`src/rtl/lcd_writer.sv`:
```
// HD44780 8-bit writer: power-up wait, four-command init, then repaints a two-line
// scoreboard frame forever from a per-frame snapshot of the character inputs.
module lcd_writer #(
    parameter int unsigned T_PWR = 750000,
    parameter int unsigned T_EN  = 12,
    parameter int unsigned T_CMD = 2500,
    parameter int unsigned T_CLR = 100000
) (
    input  logic       clk,
    input  logic       reset,
    input  logic [7:0] ascii_0_H,
    input  logic [7:0] ascii_1_H,
    input  logic [7:0] ascii_2_H,
    input  logic [7:0] ascii_0_G,
    input  logic [7:0] ascii_1_G,
    input  logic [7:0] ascii_2_G,
    input  logic [7:0] ascii_0_min,
    input  logic [7:0] ascii_1_min,
    input  logic [7:0] ascii_0_sec,
    input  logic [7:0] ascii_1_sec,
    input  logic [7:0] ascii_0_period,
    output logic [7:0] lcd_data,
    output logic       lcd_rs,
    output logic       lcd_rw,
    output logic       lcd_en,
    output logic       frame_done
);

    localparam int unsigned CntW = ($clog2(T_PWR + 1) > 20) ? $clog2(T_PWR + 1) : 20;

    localparam logic [4:0] LastInitIdx  = 5'd3;
    localparam logic [4:0] LastFrameIdx = 5'd21;

    typedef enum logic [1:0] {
        StPwrWait,
        StSetup,
        StEnHi,
        StWait
    } state_e;

    state_e          state_q, state_d;
    logic [CntW-1:0] cnt_q, cnt_d;
    logic [4:0]      idx_q, idx_d;
    logic            init_q, init_d;
    logic            frame_done_q, frame_done_d;
    logic [10:0][7:0] snap_q, snap_d;

    logic       step_rs;
    logic [7:0] step_byte;
    logic       cnt_last;
    logic       clr_step;

    assign cnt_last = (cnt_q == CntW'(1));
    // Only the final init command (clear display) needs the long settle time.
    assign clr_step = init_q && (idx_q == LastInitIdx);

    // State register
    always_ff @(posedge clk or negedge reset) begin
        if (!reset) begin
            state_q      <= StPwrWait;
            cnt_q        <= CntW'(T_PWR);
            idx_q        <= 5'd0;
            init_q       <= 1'b1;
            frame_done_q <= 1'b0;
            snap_q       <= '0;
        end else begin
            state_q      <= state_d;
            cnt_q        <= cnt_d;
            idx_q        <= idx_d;
            init_q       <= init_d;
            frame_done_q <= frame_done_d;
            snap_q       <= snap_d;
        end
    end

    // Next-state logic
    always_comb begin
        state_d      = state_q;
        cnt_d        = cnt_q;
        idx_d        = idx_q;
        init_d       = init_q;
        frame_done_d = 1'b0;
        snap_d       = snap_q;

        unique case (state_q)
            StPwrWait: begin
                if (cnt_last) begin
                    state_d = StSetup;
                end else begin
                    cnt_d = cnt_q - CntW'(1);
                end
            end
            StSetup: begin
                state_d = StEnHi;
                cnt_d   = CntW'(T_EN);
                if (!init_q && (idx_q == 5'd0)) begin
                    snap_d = {ascii_2_H, ascii_1_H, ascii_0_H,
                              ascii_2_G, ascii_1_G, ascii_0_G,
                              ascii_1_min, ascii_0_min,
                              ascii_1_sec, ascii_0_sec,
                              ascii_0_period};
                end
            end
            StEnHi: begin
                if (cnt_last) begin
                    state_d = StWait;
                    cnt_d   = clr_step ? CntW'(T_CLR) : CntW'(T_CMD);
                end else begin
                    cnt_d = cnt_q - CntW'(1);
                end
            end
            StWait: begin
                if (cnt_last) begin
                    state_d = StSetup;
                    if (init_q) begin
                        if (idx_q == LastInitIdx) begin
                            init_d = 1'b0;
                            idx_d  = 5'd0;
                        end else begin
                            idx_d = idx_q + 5'd1;
                        end
                    end else if (idx_q == LastFrameIdx) begin
                        idx_d        = 5'd0;
                        frame_done_d = 1'b1;
                    end else begin
                        idx_d = idx_q + 5'd1;
                    end
                end else begin
                    cnt_d = cnt_q - CntW'(1);
                end
            end
            default: state_d = StPwrWait;
        endcase
    end

    // Byte and register select for the current step; snap_q index 10 is ascii_2_H.
    always_comb begin
        step_rs   = 1'b1;
        step_byte = 8'h00;
        if (init_q) begin
            step_rs = 1'b0;
            unique case (idx_q[1:0])
                2'd0:    step_byte = 8'h38;
                2'd1:    step_byte = 8'h0C;
                2'd2:    step_byte = 8'h06;
                default: step_byte = 8'h01;
            endcase
        end else begin
            case (idx_q)
                5'd0: begin
                    step_rs   = 1'b0;
                    step_byte = 8'h80;
                end
                5'd1:  step_byte = "H";
                5'd2:  step_byte = ":";
                5'd3:  step_byte = snap_q[10];
                5'd4:  step_byte = snap_q[9];
                5'd5:  step_byte = snap_q[8];
                5'd6:  step_byte = " ";
                5'd7:  step_byte = "G";
                5'd8:  step_byte = ":";
                5'd9:  step_byte = snap_q[7];
                5'd10: step_byte = snap_q[6];
                5'd11: step_byte = snap_q[5];
                5'd12: begin
                    step_rs   = 1'b0;
                    step_byte = 8'hC0;
                end
                5'd13: step_byte = snap_q[4];
                5'd14: step_byte = snap_q[3];
                5'd15: step_byte = ":";
                5'd16: step_byte = snap_q[2];
                5'd17: step_byte = snap_q[1];
                5'd18: step_byte = " ";
                5'd19: step_byte = "P";
                5'd20: step_byte = ":";
                5'd21: step_byte = snap_q[0];
                default: step_byte = 8'h00;
            endcase
        end
    end

    // Outputs: decoded from state so reset clears lcd_en without waiting for a clock.
    always_comb begin
        lcd_en   = 1'b0;
        lcd_rs   = 1'b0;
        lcd_rw   = 1'b0;
        lcd_data = 8'h00;
        if (state_q != StPwrWait) begin
            lcd_en   = (state_q == StEnHi);
            lcd_rs   = step_rs;
            lcd_data = step_byte;
        end
    end

    assign frame_done = frame_done_q;

endmodule

```
`config.mk`:
```
export PLATFORM = sky130hd
export DESIGN_NAME = lcd_writer
export DESIGN_NICKNAME = d
export VERILOG_FILES = /design/src/rtl/lcd_writer.sv
export SDC_FILE = /design/constraint.sdc
export NUM_CORES = 1
export LEC_CHECK = 0
export BUFFER_PORTS_ARGS = -buffer_cell sky130_fd_sc_hd__buf_2
export CAP_MARGIN = 10
export CORE_MARGIN = 3
export CORE_UTILIZATION = 61
export CTS_CLUSTER_DIAMETER = 30
export DETAILED_ROUTE_END_ITERATION = 6
export PLACE_DENSITY = 0.86
export SYNTH_ARGS = -nofsm -noshare
export SYNTH_HDL_FRONTEND = slang
export SYNTH_SLANG_ARGS = --single-unit
```
`constraint.sdc`:
```
create_clock -name clk -period 5 [get_ports clk]
set_input_delay 0 -clock clk [delete_from_list [all_inputs] [get_ports clk]]
set_output_delay 0 -clock clk [all_outputs]
set_load 0.05 [all_outputs]
```
==> out/results.ini, run 1 <==
[run_status]
status=completed

[critical_path]
timing.rr.end=snap_q[42]$_DFFE_PN0P_
end_kind=output port
path_cells=inv_1, ha_1, nor4bb_1, a22oi_1, and3_1, a221oi_1, buf_2
cpMaxStageDelayCell=nor4bb_1
reg2regPathDepth=7
worstSetupPathType=reg2out
start_kind=flip-flop
crit_buf_inv=2
max_stage_delay_ps=920
rrSetupSlack_ps=2110
critPathMaxFanout=11
path_delay_family=simple AND/OR/NAND/NOR gates
worstPathArrival_ps=3640
worstPathRequired_ps=5000
reg2reg_from=idx_q[0]$_DFFE_PN0P_

[logic_synthesis]
synth-main-ff-cell=dfrtp_1
syn_area_per_cell_um2=11.2
synth.ff_latch_count=117
synth-seq-area-share=0.483
async_flop_share=1.00
syn_nets=645
synth_cell_types=60
syn_inst=543
synth-edff-count=0
syn_area_mm2=0.00608
ys_warn_count=0

[worst_hold_path]
hold_path_class=in2async

[timing]
min_period_ps=3640
skew_ps=14.8
drv_slew=0
max-slew-margin-rel=0.262
rsz0062_at_grt=false
setup_viol=0
fmax_ghz=0.274
final_hold_viol_count=0
worst_pin_slew_ps=1110
fin_crit_sh=0.729
tns_ps=0

[layout]
layout_commonest_cell=dfrtp_1
seqCellArea_mm2=0.00294
area_growth_syn_to_layout_pct=33.7
drive_gt1_frac=0.349
nets=826
fin_util=0.860
multi_input_area_mm2=0.00293
instances_no_fill=865
num_antenna_cells=0
final_cell_mix=dfrtp_1 (106), buf_2 (99), mux2_2 (97)
fillerInstances=462

[flow_run]
maxCapViolations=0

[route]
firstDrtPassIters=7
met3_wirelength_um=1960
top_layer_used=met4
first_iter_violations=817
drc=0
ant_nets=0
wl_met1_um=6900
wire_per_inst_um=22.8
vias=5655
route.met2.wl_um=9650
drt-total-wl_um=19700
vias_per_cell=6.54

[floorplanning]
row_count=35
die_x_um=106
die_y_um=106
initial_core_util=0.643
ioPinCount=102
core-area_mm2=0.00946
die_area_mm2=0.0112

[clock_network]
clkSlewWorstSetupHoldPaths_ps=60
cts_buffers=17
cts.sink_count=117
cts_tree=yes
ctsRootBufferMaster=clkbuf_8
cts_resized=0
insertion_delay_ps=530
clock_path_buffers=2
h-tree-depth=4

[global_route]
grt_start_max_net_pins=89
overflow=0
grt_pass1_vias=5828
antenna_found_initial=0
grt_pass1_wl_um=31300
grt.total_usage=0.365

[pwr]
p_per_area_mw_per_mm2=298
peakVddDrop_mv=0.210
total_leakage_power_uw=0.00339

[placed_design]
dp_cells=745
io_buffers=100
place.gp.congestion=1.03
dp_hpwl_um=10600

## cell type report
| class | instances | share of cell area |
|---|---|---|
| Inverter | 18 | 0.00830 |
| Multi-Input combinational cell | 374 | 0.359 |
| Clock inverter | 12 | 0.0189 |
| Tap cell | 129 | 0.0198 |
| Timing Repair Buffer | 196 | 0.178 |
| Clock buffer | 19 | 0.0543 |
| Sequential cell | 117 | 0.361 |
## synthesized netlist by cell type (4+ instances only)
| cell type | n | share of area |
|---|---|---|
| a21oi_1 | 25 | 0.021 |
| a221oi_1 | 6 | 0.0086 |
| a22oi_1 | 6 | 0.0074 |
| a31oi_1 | 4 | 0.0041 |
| a32oi_1 | 8 | 0.012 |
| and3_1 | 4 | 0.0041 |
| buf_1 | 4 | 0.0025 |
| buf_2 | 9 | 0.0074 |
| clkbuf_1 | 19 | 0.012 |
| dfrtp_1 | 106 | 0.44 |
| dfstp_2 | 11 | 0.048 |
| ha_1 | 12 | 0.025 |
| inv_1 | 18 | 0.011 |
| mux2_2 | 97 | 0.18 |
| mux2i_1 | 9 | 0.015 |
| nand2_1 | 26 | 0.016 |
| nand2b_1 | 4 | 0.0041 |
| nand3_1 | 14 | 0.012 |
| nand4_1 | 6 | 0.0062 |
| nor2_1 | 26 | 0.016 |
| nor2b_1 | 8 | 0.0082 |
| nor3_1 | 14 | 0.012 |
| nor4_1 | 5 | 0.0051 |
| o21ai_0 | 23 | 0.019 |
| o22ai_1 | 4 | 0.0041 |
| o31ai_1 | 5 | 0.0062 |
| or3_1 | 5 | 0.0051 |
| xnor2_1 | 9 | 0.013 |
| xor2_1 | 4 | 0.0058 |
## report_power, final
| group | switching (uW) | leakage, uW | internal (uW) |
|---|---|---|---|
| Combinational | 60.8 | 0.00176 | 101 |
| Clock | 470 | 0.000286 | 783 |
| Sequential | 28.7 | 0.00134 | 984 |
## state kept, by name, summed over array words and instances, names as in the netlist
register and count:
frame_done 1, init_q 1, idx_q 5, cnt_q 20, state_q 2, snap_q 88
## kinds of logic after synthesis
group	Yosys count	share of synthesized area
adders and majority gates	12	0.0247
buffers and inverters	52	0.0358
xor gates and xnor gates	13	0.0187
AOI/OAI and AO/OA	113	0.129
DFF	117	0.483
other	1	0.000616
muxes	106	0.194
and+or+nand+nor	129	0.114
## how the worst max path moves through the flow
stage | from | to | slack, ps | depth (start not counted)
3_5_place_dp | idx_q[0]$_DFFE_PN0P_ | lcd_data[2] | 2190 | 7
5_1_grt | idx_q[0]$_DFFE_PN0P_ | lcd_data[2] | 1320 | 7
3_3_place_gp | idx_q[0]$_DFFE_PN0P_ | lcd_data[2] | 2330 | 7
4_1_cts | idx_q[0]$_DFFE_PN0P_ | lcd_data[2] | 1570 | 7
2_1_floorplan | idx_q[0]$_DFFE_PN0P_ | lcd_data[2] | 2070 | 7
6_report | idx_q[0]$_DFFE_PN0P_ | lcd_data[2] | 1360 | 7
## layer usage
metal,vias to the layer above,GRT usage
met4,0,0.195
met2,448,0.623
li1,2366,-
met1,2712,0.424
met3,129,0.0888
met5,-,0
## metrics by stage
stage          cell area [um2]  setup WS [ps]  power [uW]  hold slack (ps)
6_report                  8140           1360        2430             72.2
5_1_grt                   8140           1320        2480              122
4_1_cts                   8140           1570        2390              102
3_5_place_dp              6650           2190        1120             99.5
3_3_place_gp              6650           2330        1120             93.4
2_1_floorplan             6080           2070        1050             -296
## what timing repair did
item,in CTS,in global routing
hold endpoints to repair,144,0
buffers inserted,0,0
endpoints found under the setup margin,0,0
hold buffers,89,0
## worst reg2reg max path: cells and delay by family (launching register included)
| family | cells | cell delay (ps) |
|---|---|---|
| flip-flops | 1 | 470 |
| AND/OR/NAND/NOR | 2 | 240 |
| adder cells (fa/ha/maj) | 1 | 390 |
| buffers and inverters | 3 | 1150 |
| multiplexers | 1 | 510 |
Power figures use the tool's default switching activity.
==> run 2: changes to the inputs <==
--- a/config.mk
+++ b/config.mk
@@ -8,10 +8,10 @@
 export BUFFER_PORTS_ARGS = -buffer_cell sky130_fd_sc_hd__buf_2
 export CAP_MARGIN = 10
 export CORE_MARGIN = 3
-export CORE_UTILIZATION = 61
+export CORE_UTILIZATION = 51
 export CTS_CLUSTER_DIAMETER = 30
 export DETAILED_ROUTE_END_ITERATION = 6
-export PLACE_DENSITY = 0.86
+export PLACE_DENSITY = 0.76
 export SYNTH_ARGS = -nofsm -noshare
 export SYNTH_HDL_FRONTEND = slang
 export SYNTH_SLANG_ARGS = --single-unit
==> constraint.sdc (replaced) <==
create_clock -name clk -period 3.3 [get_ports clk]
set_input_delay 0 -clock clk [delete_from_list [all_inputs] [get_ports clk]]
set_output_delay 0 -clock clk [all_outputs]
set_load 0.05 [all_outputs]
==> run 2 against run 1 <==
  * Cell area is 1.6% higher
  * Clock-buffer cell count up 4
  * Clock skew decreased by 4.7 ps
  * Sequential power up 51%
  * Worst hold slack improved by 130 ps
  * Clock power is 58% higher
  * Largest power group unchanged
==> out/results.ini, run 2 (synthesis results as in run 1) <==
[layout]
num_antenna_cells=0
fillerInstances=822
nets=833
layout_commonest_cell=dfrtp_1
reg_top3=snap_q: 88 flops, cnt_q: 20 flops, idx_q: 5 flops
drive_gt1_frac=0.354
registers.top_by_ff_count=snap_q
final_cell_mix=dfrtp_1 (106), buf_2 (99), mux2_2 (97)
area_growth_syn_to_layout_pct=35.8
largest_reg_flops=88
instances_no_fill=886

[floorplanning]
die_x_um=115
row_count=39
initial_core_util=0.528
ioPinCount=102
core-area_mm2=0.0115
die_y_um=115
die_area_mm2=0.0133

[route]
vias=5271
firstDrtPassIters=6
drt-total-wl_um=17700
vias_per_cell=5.95
wire_per_inst_um=20.0
first_iter_violations=653
drc=0
ant_nets=0

[placed_design]
dp_cells=766
dp_hpwl_um=11300
place.gp.congestion=0.967
io_buffers=100

[critical_path]
worstSetupPathType=reg2out
end_kind=output port
reg2regPathDepth=7
worstPathArrival_ps=3090
worstPathRequired_ps=3300
start_kind=flip-flop
critPathMaxFanout=14
rrSetupSlack_ps=740

[pwr]
total_leakage_power_uw=0.00345
peakVddDrop_mv=0.412
p_switching_uw=760
p_int_uw=2980
power_uw=3740
clkPwrFrac=0.527
p_per_area_mw_per_mm2=453
p_comb_frac=0.064
seqPwrFrac=0.409
p_sw_frac=0.203

[timing]
fin_crit_sh=0.936
skew_ps=10.1
max-slew-margin-rel=0.381
setup_viol=0
rsz0062_at_grt=false
final_hold_viol_count=0
min_period_ps=3090
worst_pin_slew_ps=929
tns_ps=0
fmax_ghz=0.324
drv_slew=0

[global_route]
antenna_found_initial=0
grt_pass1_vias=5447
overflow=0
grt_pass1_wl_um=28400
grt_start_max_net_pins=60
grt.total_usage=0.282

[clock_network]
ctsRootBufferMaster=clkbuf_16
cts_buffers=17
clock_path_buffers=2
post_cts_buffers=0
insertion_delay_ps=420
cts_tree=yes
cts.sink_count=117
h-tree-depth=4
clkSlewWorstSetupHoldPaths_ps=60

[worst_hold_path]
hold_path_class=in2async

[flow_run]
maxCapViolations=0

[run_status]
status=completed

run 2: timing repair:
item | 4_1_cts | 5_1_grt
hold buffers | 89 | 0
gates resized for setup | 0 | 1
setup endpoints to repair | 0 | 2
hold endpoints to repair | 146 | 0
run 2: worst paths after layout:
path | from | to
max in group asynchronous | reset | cnt_q[14]$_DFFE_PN1P_
min | reset | snap_q[70]$_DFFE_PN0P_
max | idx_q[1]$_DFFE_PN0P_ | lcd_data[4]
min reg2reg | snap_q[39]$_DFFE_PN0P_ | snap_q[39]$_DFFE_PN0P_
max reg2reg | idx_q[0]$_DFFE_PN0P_ | snap_q[33]$_DFFE_PN0P_
min in group clk | ascii_0_period[0] | snap_q[0]$_DFFE_PN0P_
run 2: critical path, stage by stage, from the launching register on:
cell and delay, ps:
dfrtp_1 450, inv_1 120, ha_1 530, inv_1 210, nor3_1 490, a221o_1 240, a211oi_1 50, a21boi_0 270
buf_2 320
run 2: cell type report:
class / count / area [um2] / share of cell area
sequential: 117 / 2940 / 0.356
multi-input combinational: 374 / 2930 / 0.355
clock buffer: 23 / 488 / 0.0590
tap: 143 / 179 / 0.0216
clock inverter: 8 / 146 / 0.0177
timing repair buffer: 203 / 1510 / 0.183
inverter: 18 / 67.6 / 0.00817
run 2: per-layer routing:
metal	vias to the layer above	wire length, um	GRT usage
met5	-	0	0
met4	0	509	0.109
met3	51	1300	0.0674
met2	267	8840	0.474
met1	2570	7090	0.353
li1	2383	-	-
run 2: metrics by stage:
| step | utilization | hold slack (ps) | setup WS [ps] | area [um2] |
|---|---|---|---|---|
| 5_1_grt | 0.718 | 277 | 103 | 8270 |
| 3_3_place_gp | 0.585 | 104 | 703 | 6730 |
| 2_1_floorplan | - | -296 | 371 | 6080 |
| 4_1_cts | 0.717 | 226 | 201 | 8260 |
| 6_report | 0.718 | 207 | 210 | 8270 |
| 3_5_place_dp | 0.585 | 116 | 665 | 6730 |
run 2: power by group through the flow:
stage | Sequential [uW] | Clock (uW) | Combinational, uW
after detailed placement | 1550 | 0 | 156
final | 1530 | 1970 | 241
after global placement | 1550 | 0 | 150
after global routing | 1530 | 2050 | 264
after floorplan | 1530 | 0 | 61.0
after CTS | 1530 | 1990 | 239
==> run 3: changes to the inputs <==
--- a/config.mk
+++ b/config.mk
@@ -6,12 +6,11 @@
 export NUM_CORES = 1
 export LEC_CHECK = 0
 export BUFFER_PORTS_ARGS = -buffer_cell sky130_fd_sc_hd__buf_2
-export CAP_MARGIN = 10
 export CORE_MARGIN = 3
-export CORE_UTILIZATION = 51
+export CORE_UTILIZATION = 57
 export CTS_CLUSTER_DIAMETER = 30
 export DETAILED_ROUTE_END_ITERATION = 6
-export PLACE_DENSITY = 0.76
+export PLACE_DENSITY = 0.81
 export SYNTH_ARGS = -nofsm -noshare
 export SYNTH_HDL_FRONTEND = slang
 export SYNTH_SLANG_ARGS = --single-unit
==> constraint.sdc (replaced) <==
create_clock -name clk -period 3.37 [get_ports clk]
set_input_delay 0 -clock clk [delete_from_list [all_inputs] [get_ports clk]]
set_output_delay 0 -clock clk [all_outputs]
set_load 0.05 [all_outputs]
==> run 3 against run 2 <==
  * Via count is essentially flat
  * Setup slack lost 83 ps
  * Sequential power is essentially flat
  * Global-route usage grew 3.2 points
  * Clock skew shrank 2.7 ps
  * Non-clock buffer count shrank 2
  * Register-to-register slack lost 20 ps
  * Largest power group unchanged
==> out/results.ini, run 3 (synthesis results as in run 1) <==
[run_status]
status=completed

[clock_network]
ctsRootBufferMaster=clkbuf_8
insertion_delay_ps=540
cts_buffers=17
h-tree-depth=4
clkSlewWorstSetupHoldPaths_ps=50
cts_tree=yes
post_cts_buffers=0
cts.sink_count=117
clock_path_buffers=2

[critical_path]
cpMaxStageDelayCell=nor3b_1
worstPathRequired_ps=3370
critPathMaxFanout=15
end_kind=output port
max_stage_delay_ps=590
start_kind=flip-flop
reg2reg_from=idx_q[2]$_DFFE_PN0P_
path_cells=ha_1, nor3b_1, a221oi_1, and3_1, a221oi_1, buf_2
rrSetupSlack_ps=720
reg2regPathDepth=5
worstPathArrival_ps=3240
worstSetupPathType=reg2out
timing.rr.end=snap_q[8]$_DFFE_PN0P_
critPathMostFrequentCell=a221oi_1

[global_route]
antenna_found_initial=0
grt_start_max_net_pins=63
grt_pass1_vias=5389
grt_pass1_wl_um=27900
grt.total_usage=0.314
overflow=0

[route]
drt-total-wl_um=17500
wire_per_inst_um=20.0
vias=5275
vias_per_cell=6.02
firstDrtPassIters=5
ant_nets=0
first_iter_violations=503
drc=0

[layout]
registers.top_by_ff_count=snap_q
area_growth_syn_to_layout_pct=33.1
fin_util=0.781
drive_gt1_frac=0.351
largest_reg_flops=88
reg_top3=snap_q: 88 flops, cnt_q: 20 flops, idx_q: 5 flops
final_cell_mix=dfrtp_1 (106), buf_2 (99), mux2_2 (97)
nets=831
layout_commonest_cell=dfrtp_1
fillerInstances=628
num_antenna_cells=0

[timing]
fmax_ghz=0.308
skew_ps=7.46
worst_pin_slew_ps=776
drv_slew=0
tns_ps=0
fin_crit_sh=0.962
max-slew-margin-rel=0.483
rsz0062_at_grt=false
setup_viol=0
min_period_ps=3240
final_hold_viol_count=0

[pwr]
power_uw=3260
total_leakage_power_uw=0.00337
peakVddDrop_mv=0.379
p_per_area_mw_per_mm2=402

[placed_design]
io_buffers=100
dp_hpwl_um=10900
place.gp.congestion=0.904

[floorplanning]
initial_core_util=0.587
die_area_mm2=0.0120
die_x_um=109
core-area_mm2=0.0104
die_y_um=109
row_count=37
ioPinCount=102

[flow_run]
maxCapViolations=0

[worst_hold_path]
hold_path_class=in2async

## run 3: cell count changes in the layout (fill, tap and decap cells not counted), moves of 2 or more
cell	previous run	this run
bufinv_16	4	0
clkinv_2	2	6
clkbuf_1	2	5
ha_2	0	2
ha_1	12	10
## run 3: how the worst max path moves through the flow
stage,depth (start not counted),from,end,slack (ps)
final,6,idx_q[0]$_DFFE_PN0P_,lcd_data[2],130
after global routing,6,idx_q[0]$_DFFE_PN0P_,lcd_data[2],4
after CTS,8,idx_q[1]$_DFFE_PN0P_,lcd_data[1],110
after detailed placement,8,idx_q[1]$_DFFE_PN0P_,lcd_data[1],700
after global placement,8,idx_q[1]$_DFFE_PN0P_,lcd_data[1],720
after floorplan,7,idx_q[0]$_DFFE_PN0P_,lcd_data[2],440
## run 3: area by class of cell
class	instances	area, um2	share of cell area
timing repair buffer	201	1480	0.183
multi-input combinational	374	2940	0.363
clock buffer	24	460	0.0569
tap	136	170	0.0210
clock inverter	6	30.0	0.00371
inverter	18	67.6	0.00834
sequential	117	2940	0.363
## run 3: routing by layer
| layer | vias to the layer above | global-route usage | share of wire |
|---|---|---|---|
| li1 | 2379 | - | - |
| met1 | 2576 | 0.396 | 0.40 |
| met2 | 265 | 0.514 | 0.49 |
| met3 | 55 | 0.0840 | 0.073 |
| met4 | 0 | 0.134 | 0.031 |
| met5 | - | 0 | 0 |
## run 3: critical path: cells and delay by family, from the launching register on
family	cells	cell delay [ps]
buf+inv	1	330
simple gates	2	830
flops	1	460
compound gates	2	500
fa+ha+maj	1	580
## run 3: power breakdown
part	total [uW]	internal [uW]	switching [uW]
sequential	1500	1460	36.6
clock	1520	923	601
combinational	237	151	85.9
## run 3: metrics by stage
stage	cell area, um2	std cells	hold slack [ps]	setup slack [ps]
2_1_floorplan	6080	543	-296	441
3_3_place_gp	6700	757	116	719
3_5_place_dp	6700	757	124	695
4_1_cts	8080	876	107	114
5_1_grt	8100	876	127	3.84
6_report	8100	876	92.2	127
## run 3: repair_timing
action / 4_1_cts / 5_1_grt
setup endpoints to repair: 0 / 4
hold buffers: 89 / 0
hold endpoints to repair: 148 / 0
gates resized for setup: 0 / 4
